==> src/rtl/wb_port_arbiter_if.sv <==
// wb_port_arbiter_if: pipeline/mult-div result inputs and register-file write port bundle.
interface wb_port_arbiter_if;
    logic        pipe_we;
    logic [4:0]  pipe_rd;
    logic [31:0] pipe_data;
    logic        md_valid;
    logic [4:0]  md_rd;
    logic [31:0] md_data;
    logic        md_ready;
    logic        ctrl_writeEnable;
    logic [4:0]  ctrl_writeReg;
    logic [31:0] data_writeReg;
    logic [31:0] pending_mask;
    logic [15:0] stall_count;
    modport slave (
        input  pipe_we, pipe_rd, pipe_data, md_valid, md_rd, md_data,
        output md_ready, ctrl_writeEnable, ctrl_writeReg, data_writeReg, pending_mask, stall_count
    );
    modport master (
        output pipe_we, pipe_rd, pipe_data, md_valid, md_rd, md_data,
        input  md_ready, ctrl_writeEnable, ctrl_writeReg, data_writeReg, pending_mask, stall_count
    );
endinterface

==> src/rtl/wb_port_arbiter.sv <==
// wb_port_arbiter: merges pipeline writeback and buffered mult/div results onto one register-file write port.
// Optional macro WB_STALL_COUNT_EN enables the saturating md backpressure counter on stall_count.
module wb_port_arbiter #(
    parameter int DEPTH = 4
) (
    input logic clock,
    input logic ctrl_reset,
    wb_port_arbiter_if.slave bus
);
    localparam int AW = $clog2(DEPTH);

    logic [AW-1:0]    head, tail;
    logic [AW:0]      count, count_n;
    logic [DEPTH-1:0] valid_q, valid_n;
    logic [4:0]       rd_q [DEPTH];
    logic [4:0]       rd_n [DEPTH];
    logic [31:0]      data_q [DEPTH];
    logic [31:0]      data_n [DEPTH];
    logic             pipe_req, md_acc, pop, bypass, push, we_n;
    logic [4:0]       wreg_n;
    logic [31:0]      wdata_n, pm_n;

    assign bus.md_ready = count != (AW+1)'(DEPTH);
    assign pipe_req = bus.pipe_we && bus.pipe_rd != 5'd0;
    assign md_acc   = bus.md_valid && bus.md_ready && bus.md_rd != 5'd0;
    assign pop      = !pipe_req && count != '0;
    assign bypass   = !pipe_req && count == '0 && md_acc;
    // An md result racing a same-register pipeline write is older, so it is dropped.
    assign push     = md_acc && !bypass && !(pipe_req && bus.md_rd == bus.pipe_rd);
    assign we_n     = pipe_req || (pop ? valid_q[head] : bypass);
    assign wreg_n   = pipe_req ? bus.pipe_rd : pop ? rd_q[head] : bus.md_rd;
    assign wdata_n  = pipe_req ? bus.pipe_data : pop ? data_q[head] : bus.md_data;
    assign count_n  = count + (AW+1)'(push) - (AW+1)'(pop);

    always_comb begin
        valid_n = '0;
        pm_n = '0;
        for (int i = 0; i < DEPTH; i++) begin
            valid_n[i] = valid_q[i] && !(pipe_req && rd_q[i] == bus.pipe_rd) && !(pop && head == AW'(i));
            rd_n[i] = rd_q[i];
            data_n[i] = data_q[i];
            if (push && tail == AW'(i)) begin
                valid_n[i] = 1'b1;
                rd_n[i] = bus.md_rd;
                data_n[i] = bus.md_data;
            end
            if (valid_n[i]) pm_n[rd_n[i]] = 1'b1;
        end
    end

    always_ff @(posedge clock) begin
        if (!ctrl_reset) begin
            head <= '0;
            tail <= '0;
            count <= '0;
            valid_q <= '0;
            for (int i = 0; i < DEPTH; i++) begin
                rd_q[i] <= '0;
                data_q[i] <= '0;
            end
            bus.ctrl_writeEnable <= 1'b0;
            bus.ctrl_writeReg <= '0;
            bus.data_writeReg <= '0;
            bus.pending_mask <= '0;
        end else begin
            head <= head + AW'(pop);
            tail <= tail + AW'(push);
            count <= count_n;
            valid_q <= valid_n;
            rd_q <= rd_n;
            data_q <= data_n;
            bus.ctrl_writeEnable <= we_n;
            if (we_n) begin
                bus.ctrl_writeReg <= wreg_n;
                bus.data_writeReg <= wdata_n;
            end
            bus.pending_mask <= pm_n;
        end
    end

`ifdef WB_STALL_COUNT_EN
    logic [15:0] stall_q;
    always_ff @(posedge clock) begin
        if (!ctrl_reset) stall_q <= '0;
        else if (bus.md_valid && !bus.md_ready && stall_q != 16'hFFFF) stall_q <= stall_q + 16'd1;
    end
    assign bus.stall_count = stall_q;
`else
    assign bus.stall_count = 16'd0;
`endif
endmodule

==> src/flat_wrapper.sv <==
// flat-port wrapper written by rule: the top's interface ports become plain ports
module wb_port_arbiter_flat 
#(
    parameter int DEPTH = 4
)
  (clock, ctrl_reset, bus_pipe_we, bus_pipe_rd, bus_pipe_data, bus_md_valid, bus_md_rd, bus_md_data, bus_md_ready, bus_ctrl_writeEnable, bus_ctrl_writeReg, bus_data_writeReg, bus_pending_mask, bus_stall_count);
  wb_port_arbiter_if bus_i ();
  input logic clock;
  input logic ctrl_reset;
  input wire logic [$bits(bus_i.pipe_we)-1:0] bus_pipe_we;
  input wire logic [$bits(bus_i.pipe_rd)-1:0] bus_pipe_rd;
  input wire logic [$bits(bus_i.pipe_data)-1:0] bus_pipe_data;
  input wire logic [$bits(bus_i.md_valid)-1:0] bus_md_valid;
  input wire logic [$bits(bus_i.md_rd)-1:0] bus_md_rd;
  input wire logic [$bits(bus_i.md_data)-1:0] bus_md_data;
  output wire logic [$bits(bus_i.md_ready)-1:0] bus_md_ready;
  output wire logic [$bits(bus_i.ctrl_writeEnable)-1:0] bus_ctrl_writeEnable;
  output wire logic [$bits(bus_i.ctrl_writeReg)-1:0] bus_ctrl_writeReg;
  output wire logic [$bits(bus_i.data_writeReg)-1:0] bus_data_writeReg;
  output wire logic [$bits(bus_i.pending_mask)-1:0] bus_pending_mask;
  output wire logic [$bits(bus_i.stall_count)-1:0] bus_stall_count;
  assign bus_i.pipe_we = bus_pipe_we;
  assign bus_i.pipe_rd = bus_pipe_rd;
  assign bus_i.pipe_data = bus_pipe_data;
  assign bus_i.md_valid = bus_md_valid;
  assign bus_i.md_rd = bus_md_rd;
  assign bus_i.md_data = bus_md_data;
  assign bus_md_ready = bus_i.md_ready;
  assign bus_ctrl_writeEnable = bus_i.ctrl_writeEnable;
  assign bus_ctrl_writeReg = bus_i.ctrl_writeReg;
  assign bus_data_writeReg = bus_i.data_writeReg;
  assign bus_pending_mask = bus_i.pending_mask;
  assign bus_stall_count = bus_i.stall_count;
  wb_port_arbiter #(.DEPTH(DEPTH)) u_core (.clock(clock), .ctrl_reset(ctrl_reset), .bus(bus_i));
endmodule
==> config.mk <==
export PLATFORM = sky130hd
export DESIGN_NAME = wb_port_arbiter_flat
export DESIGN_NICKNAME = d
export VERILOG_FILES = /design/src/rtl/wb_port_arbiter_if.sv /design/src/rtl/wb_port_arbiter.sv /design/src/flat_wrapper.sv
export SDC_FILE = /design/constraint.sdc
export NUM_CORES = 1
export LEC_CHECK = 0
export CORE_MARGIN = 1
export CORE_UTILIZATION = 30
export DETAILED_ROUTE_END_ITERATION = 10
export PLACE_DENSITY = 0.5
export SYNTH_ARGS = -nofsm -noshare
export SYNTH_HDL_FRONTEND = slang
export SYNTH_SLANG_ARGS = --single-unit
export TNS_END_PERCENT = 50
==> constraint.sdc <==
create_clock -name clock -period 3.3 [get_ports clock]
set_clock_uncertainty 0.15 [all_clocks]
set_input_delay 0.825 -clock clock [delete_from_list [all_inputs] [get_ports clock]]
set_output_delay 0.825 -clock clock [all_outputs]
set_load 0.1 [all_outputs]
==> flow_summary.ini <==
[worst_hold_path]
min-delay-start = u_core.data_q[44]
worst_hold_path.endpoint = u_core.data_q[44]
timing.hold.worst.class = reg -> reg
timing.hold.worst_path_depth = 2

[clock_tree]
htree_levels = 1
clk_pin_slew_ns = 0.06
clockBufferDepth = 3
clock_tree.root_cell = clkbuf_16
cts_tree = yes
clock_sinks = 229
cts_hold_repair.buffers = 0
cts_inserted_buffers = 28
later_pin_clock_latency_in_the_skew_report_ns = 0.56

[floorplanning]
die_h_um = 201
row_count = 72
floorplan.initialDensity_pct = 30.6
io-pin-count = 165
horizontal_die_dimension_um = 201
fp.dieArea_sq_um = 40500
core_sq_um = 38900

[global_routing]
global_route.usage.met3_pct = 2.40
met2_usage_pct = 31.4
first_pass_grt_wire_length_mm = 59.7
grt.met1_usage_pct = 24.9
first_global_vias = 10227
globalRouteOverflowTotal = 0
maximum_number_of_pins_on_one_net_before_global_route_repair = 88
grt_use_total_pct = 18.5
busiest_layer = met2
number_of_antenna_violations_at_the_first_check_in_global_routing = 0

[timing]
fmaxAchievable_ghz = 0.311
layout_setup_ws_ns = 0.0877
finalHoldViolCount = 0
setup_total_negative_slack_ns = 0
tightest_slew_ns = 0.833
timing.final.max_slew_violations = 0
final-setup-viol-count = 0
rsz_0062_raised_after_global_routing = no
min_period_over_period_pct = 97.3
period_minus_slack_ns = 3.21
max_slew_margin_pct = 43.8

[critical_path]
startpoint_type = input pin
regToRegStartpoint = u_core.count[1]
worst-endpoint-arrival_ns = 3.50
worst_r2r_path_depth = 10
timing.setup.critical_path_class = in -> reg
cp.required_ns = 3.59
worst_setup_path_end_kind = flop
r2r_setup_slack_ns = 0.32
critical_path.max_fanout = 7
crit-reg2reg-capture = u_core.bus.pending_mask[14]

[route]
drt_drc_violations_left = 0
detailroute.via_count = 10329
drt_iter0_markers = 658
routedWlPerCell_um = 18.8
avgViaCountPerCell = 5.04
routed_wl_mm = 38.5
post_route_ant_nets = 0
drt_pass1_iterations = 5

[power_and_ir_drop]
switching_part_of_the_total_power_pct = 40.8
fraction_of_power_consumed_by_the_clock_network_pct = 28.6
switchingPower_w = 0.00422
ir_drop_mv = 0.490
powerDensity_nw_per_um2 = 673
leakage_nw = 5.34
power.share.combinational_pct = 39.3
p_seq_share_pct = 32.2
internal_power_contribution_w = 0.00613

[logic_synthesis]
synth_area_sq_um = 11900
synthesis.area_per_instance_sq_um = 8.91
yosysUniqueCellTypes = 44
postSynthCellCount = 1336
ys_ff_latch = 229
yosys_warnings = 0
synth-seq-area-share_pct = 38.5

[placed_design]
post-place-cells = 1994
pre_cts_ws_ns = -0.694
postPlaceCellArea_sq_um = 14400
dp_hpwl_mm = 25.3
port-buffer-count = 148
gp_congestion = 0.888

[final_layout]
finalInstanceArea_sq_um = 15400
antenna_cells_inserted = 0
flow.area_growth_from_synthesis_pct = 29.2
end_of_flow_core_utilization_pct = 39.5
instances_no_fill = 2049
layout.nets = 1594
share_of_post_route_cells_with_drive_strength_above_1_pct = 19.7

[run_status]
run_status = complete, no violations

[job]
maxCapViolCount = 0
cell usage after synthesis (all sizes together):
master   number  area [sq um]
o31ai         1          21.3
buf          58           394
inv           6          22.5
or3           1          6.26
and2          8          50.1
a2111oi       4           110
dfxtp       229          4580
nor2         18          67.6
ha            4          50.1
nand3        43           215
clkbuf       71           267
nand2       348          1310
nor2b        40           250
mux4         38           856
or4           1          11.3
a21boi      146          1100
nor3         11          60.1
conb          1          3.75
xor2         12           105
a21oi         4          20.0
and3          5          31.3
or2           1          6.26
a211oi        3          22.5
o211ai       35           263
mux2i        85           855
o41ai         4          35.0
o21ai         1          16.3
fa            1          20.0
o22ai        64           400
nor4          5          37.5
xnor2        17           149
and3b         8          70.1
nor3b        17           128
o21a         37           278
nor4b         9          93.8
cell families after synthesis:
logic type / Yosys count / synth area share [%]
muxes: 123 / 14.4
xor gates and xnor gates: 29 / 2.13
DFF: 229 / 38.5
buffers and inverters: 135 / 5.74
other: 1 / 0.0315
AOI/OAI and AO/OA: 299 / 19.0
and+or+nand+nor: 515 / 19.7
adders and majority gates: 5 / 0.588
power by group through the flow:
stage | logic, W | clock network [W] | registers (W)
after floorplan | 0.00183 | 0 | 0.00432
after CTS | 0.00411 | 0.00305 | 0.00333
final | 0.00407 | 0.00296 | 0.00333
after detailed placement | 0.00404 | 0 | 0.00339
after global routing | 0.00433 | 0.00317 | 0.00337
after global placement | 0.00403 | 0 | 0.00339
worst max path at each step:
stage	end	depth (start not counted)	start	slack [ns]
2_1_floorplan	u_core.bus.pending_mask[27]	9	bus_pipe_rd[3]	-0.09
5_1_grt	u_core.bus.pending_mask[28]	11	bus_pipe_rd[0]	0.005
3_5_place_dp	u_core.bus.pending_mask[11]	9	bus_pipe_rd[3]	-0.69
3_3_place_gp	u_core.bus.pending_mask[12]	9	bus_pipe_rd[3]	-0.72
4_1_cts	u_core.bus.pending_mask[31]	11	bus_pipe_rd[3]	0.09
6_report	u_core.bus.pending_mask[31]	11	bus_pipe_rd[0]	0.09
stage by stage:
| step | power [W] | hold slack [ns] |
|---|---|---|
| after floorplan | 0.00614 | 0.282 |
| after global placement | 0.00742 | 0.287 |
| after detailed placement | 0.00743 | 0.293 |
| after CTS | 0.0105 | 0.301 |
| after global routing | 0.0109 | 0.320 |
| final | 0.0104 | 0.301 |
sequential cells by signal (all words and copies together), names as in the netlist:
register / count
u_core.bus.ctrl_writeEnable: 1
u_core.bus.ctrl_writeReg: 5
u_core.bus.data_writeReg: 32
u_core.bus.pending_mask: 32
u_core.count: 3
u_core.data_q: 128
u_core.head: 2
u_core.rd_q: 20
u_core.tail: 2
u_core.valid_q: 4
area by class of cell:
type | instances | area, sq um
Timing Repair Buffer | 259 | 2430
Clock buffer | 43 | 777
Inverter | 6 | 22.5
Sequential cell | 229 | 4590
Tap cell | 518 | 648
Clock inverter | 7 | 96.3
Fill cell | 3926 | 23500
Multi-Input combinational cell | 987 | 6830
placed cells by master (no fill, tap or decap), types with 3 or more instances in the layout:
| cell type | count |
|---|---|
| a2111oi_4 | 4 |
| a211oi_1 | 3 |
| a21boi_0 | 86 |
| a21boi_1 | 60 |
| a21oi_1 | 4 |
| and2_1 | 8 |
| and3_1 | 5 |
| and3b_1 | 8 |
| buf_12 | 22 |
| buf_4 | 159 |
| clkbuf_1 | 13 |
| clkbuf_16 | 28 |
| clkdlybuf4s50_1 | 71 |
| conb_1 | 16 |
| dfxtp_1 | 227 |
| dlygate4sd2_1 | 3 |
| ha_1 | 4 |
| inv_1 | 6 |
| mux2i_1 | 63 |
| mux2i_2 | 19 |
| mux2i_4 | 3 |
| mux4_2 | 38 |
| nand2_1 | 345 |
| nand3_1 | 42 |
| nor2_1 | 17 |
| nor2b_1 | 40 |
| nor3_1 | 9 |
| nor3b_1 | 17 |
| nor4_1 | 4 |
| nor4b_1 | 8 |
| o211ai_1 | 35 |
| o21a_1 | 37 |
| o22ai_1 | 64 |
| o41ai_1 | 4 |
| xnor2_1 | 17 |
| xor2_1 | 12 |
metal layers:
| metal | vias up | wire [um] | share of wire (%) |
|---|---|---|---|
| li1 | 4999 | - | - |
| met2 | 300 | 18400 | 48 |
| met5 | - | 0 | 0 |
| met4 | 0 | 679 | 1.8 |
| met3 | 63 | 1890 | 4.9 |
| met1 | 4967 | 17500 | 45 |
repair_timing:
item	in CTS	in global routing
gates resized for setup	17	3
buffers inserted	3	1
cloned	1	0
pin swaps	1	2
setup endpoints to repair	31	32
critical path: stages:
cell           delay, ns
dlygate4sd2_1       0.30
or4_4               0.56
o21ai_4             0.20
nand2_4             0.13
a2111oi_4           0.44
buf_4               0.21
buf_12              0.14
mux2i_2             0.25
buf_4               0.17
o22ai_1             0.08
o21a_1              0.19
(Power assumes the default switching activity.)
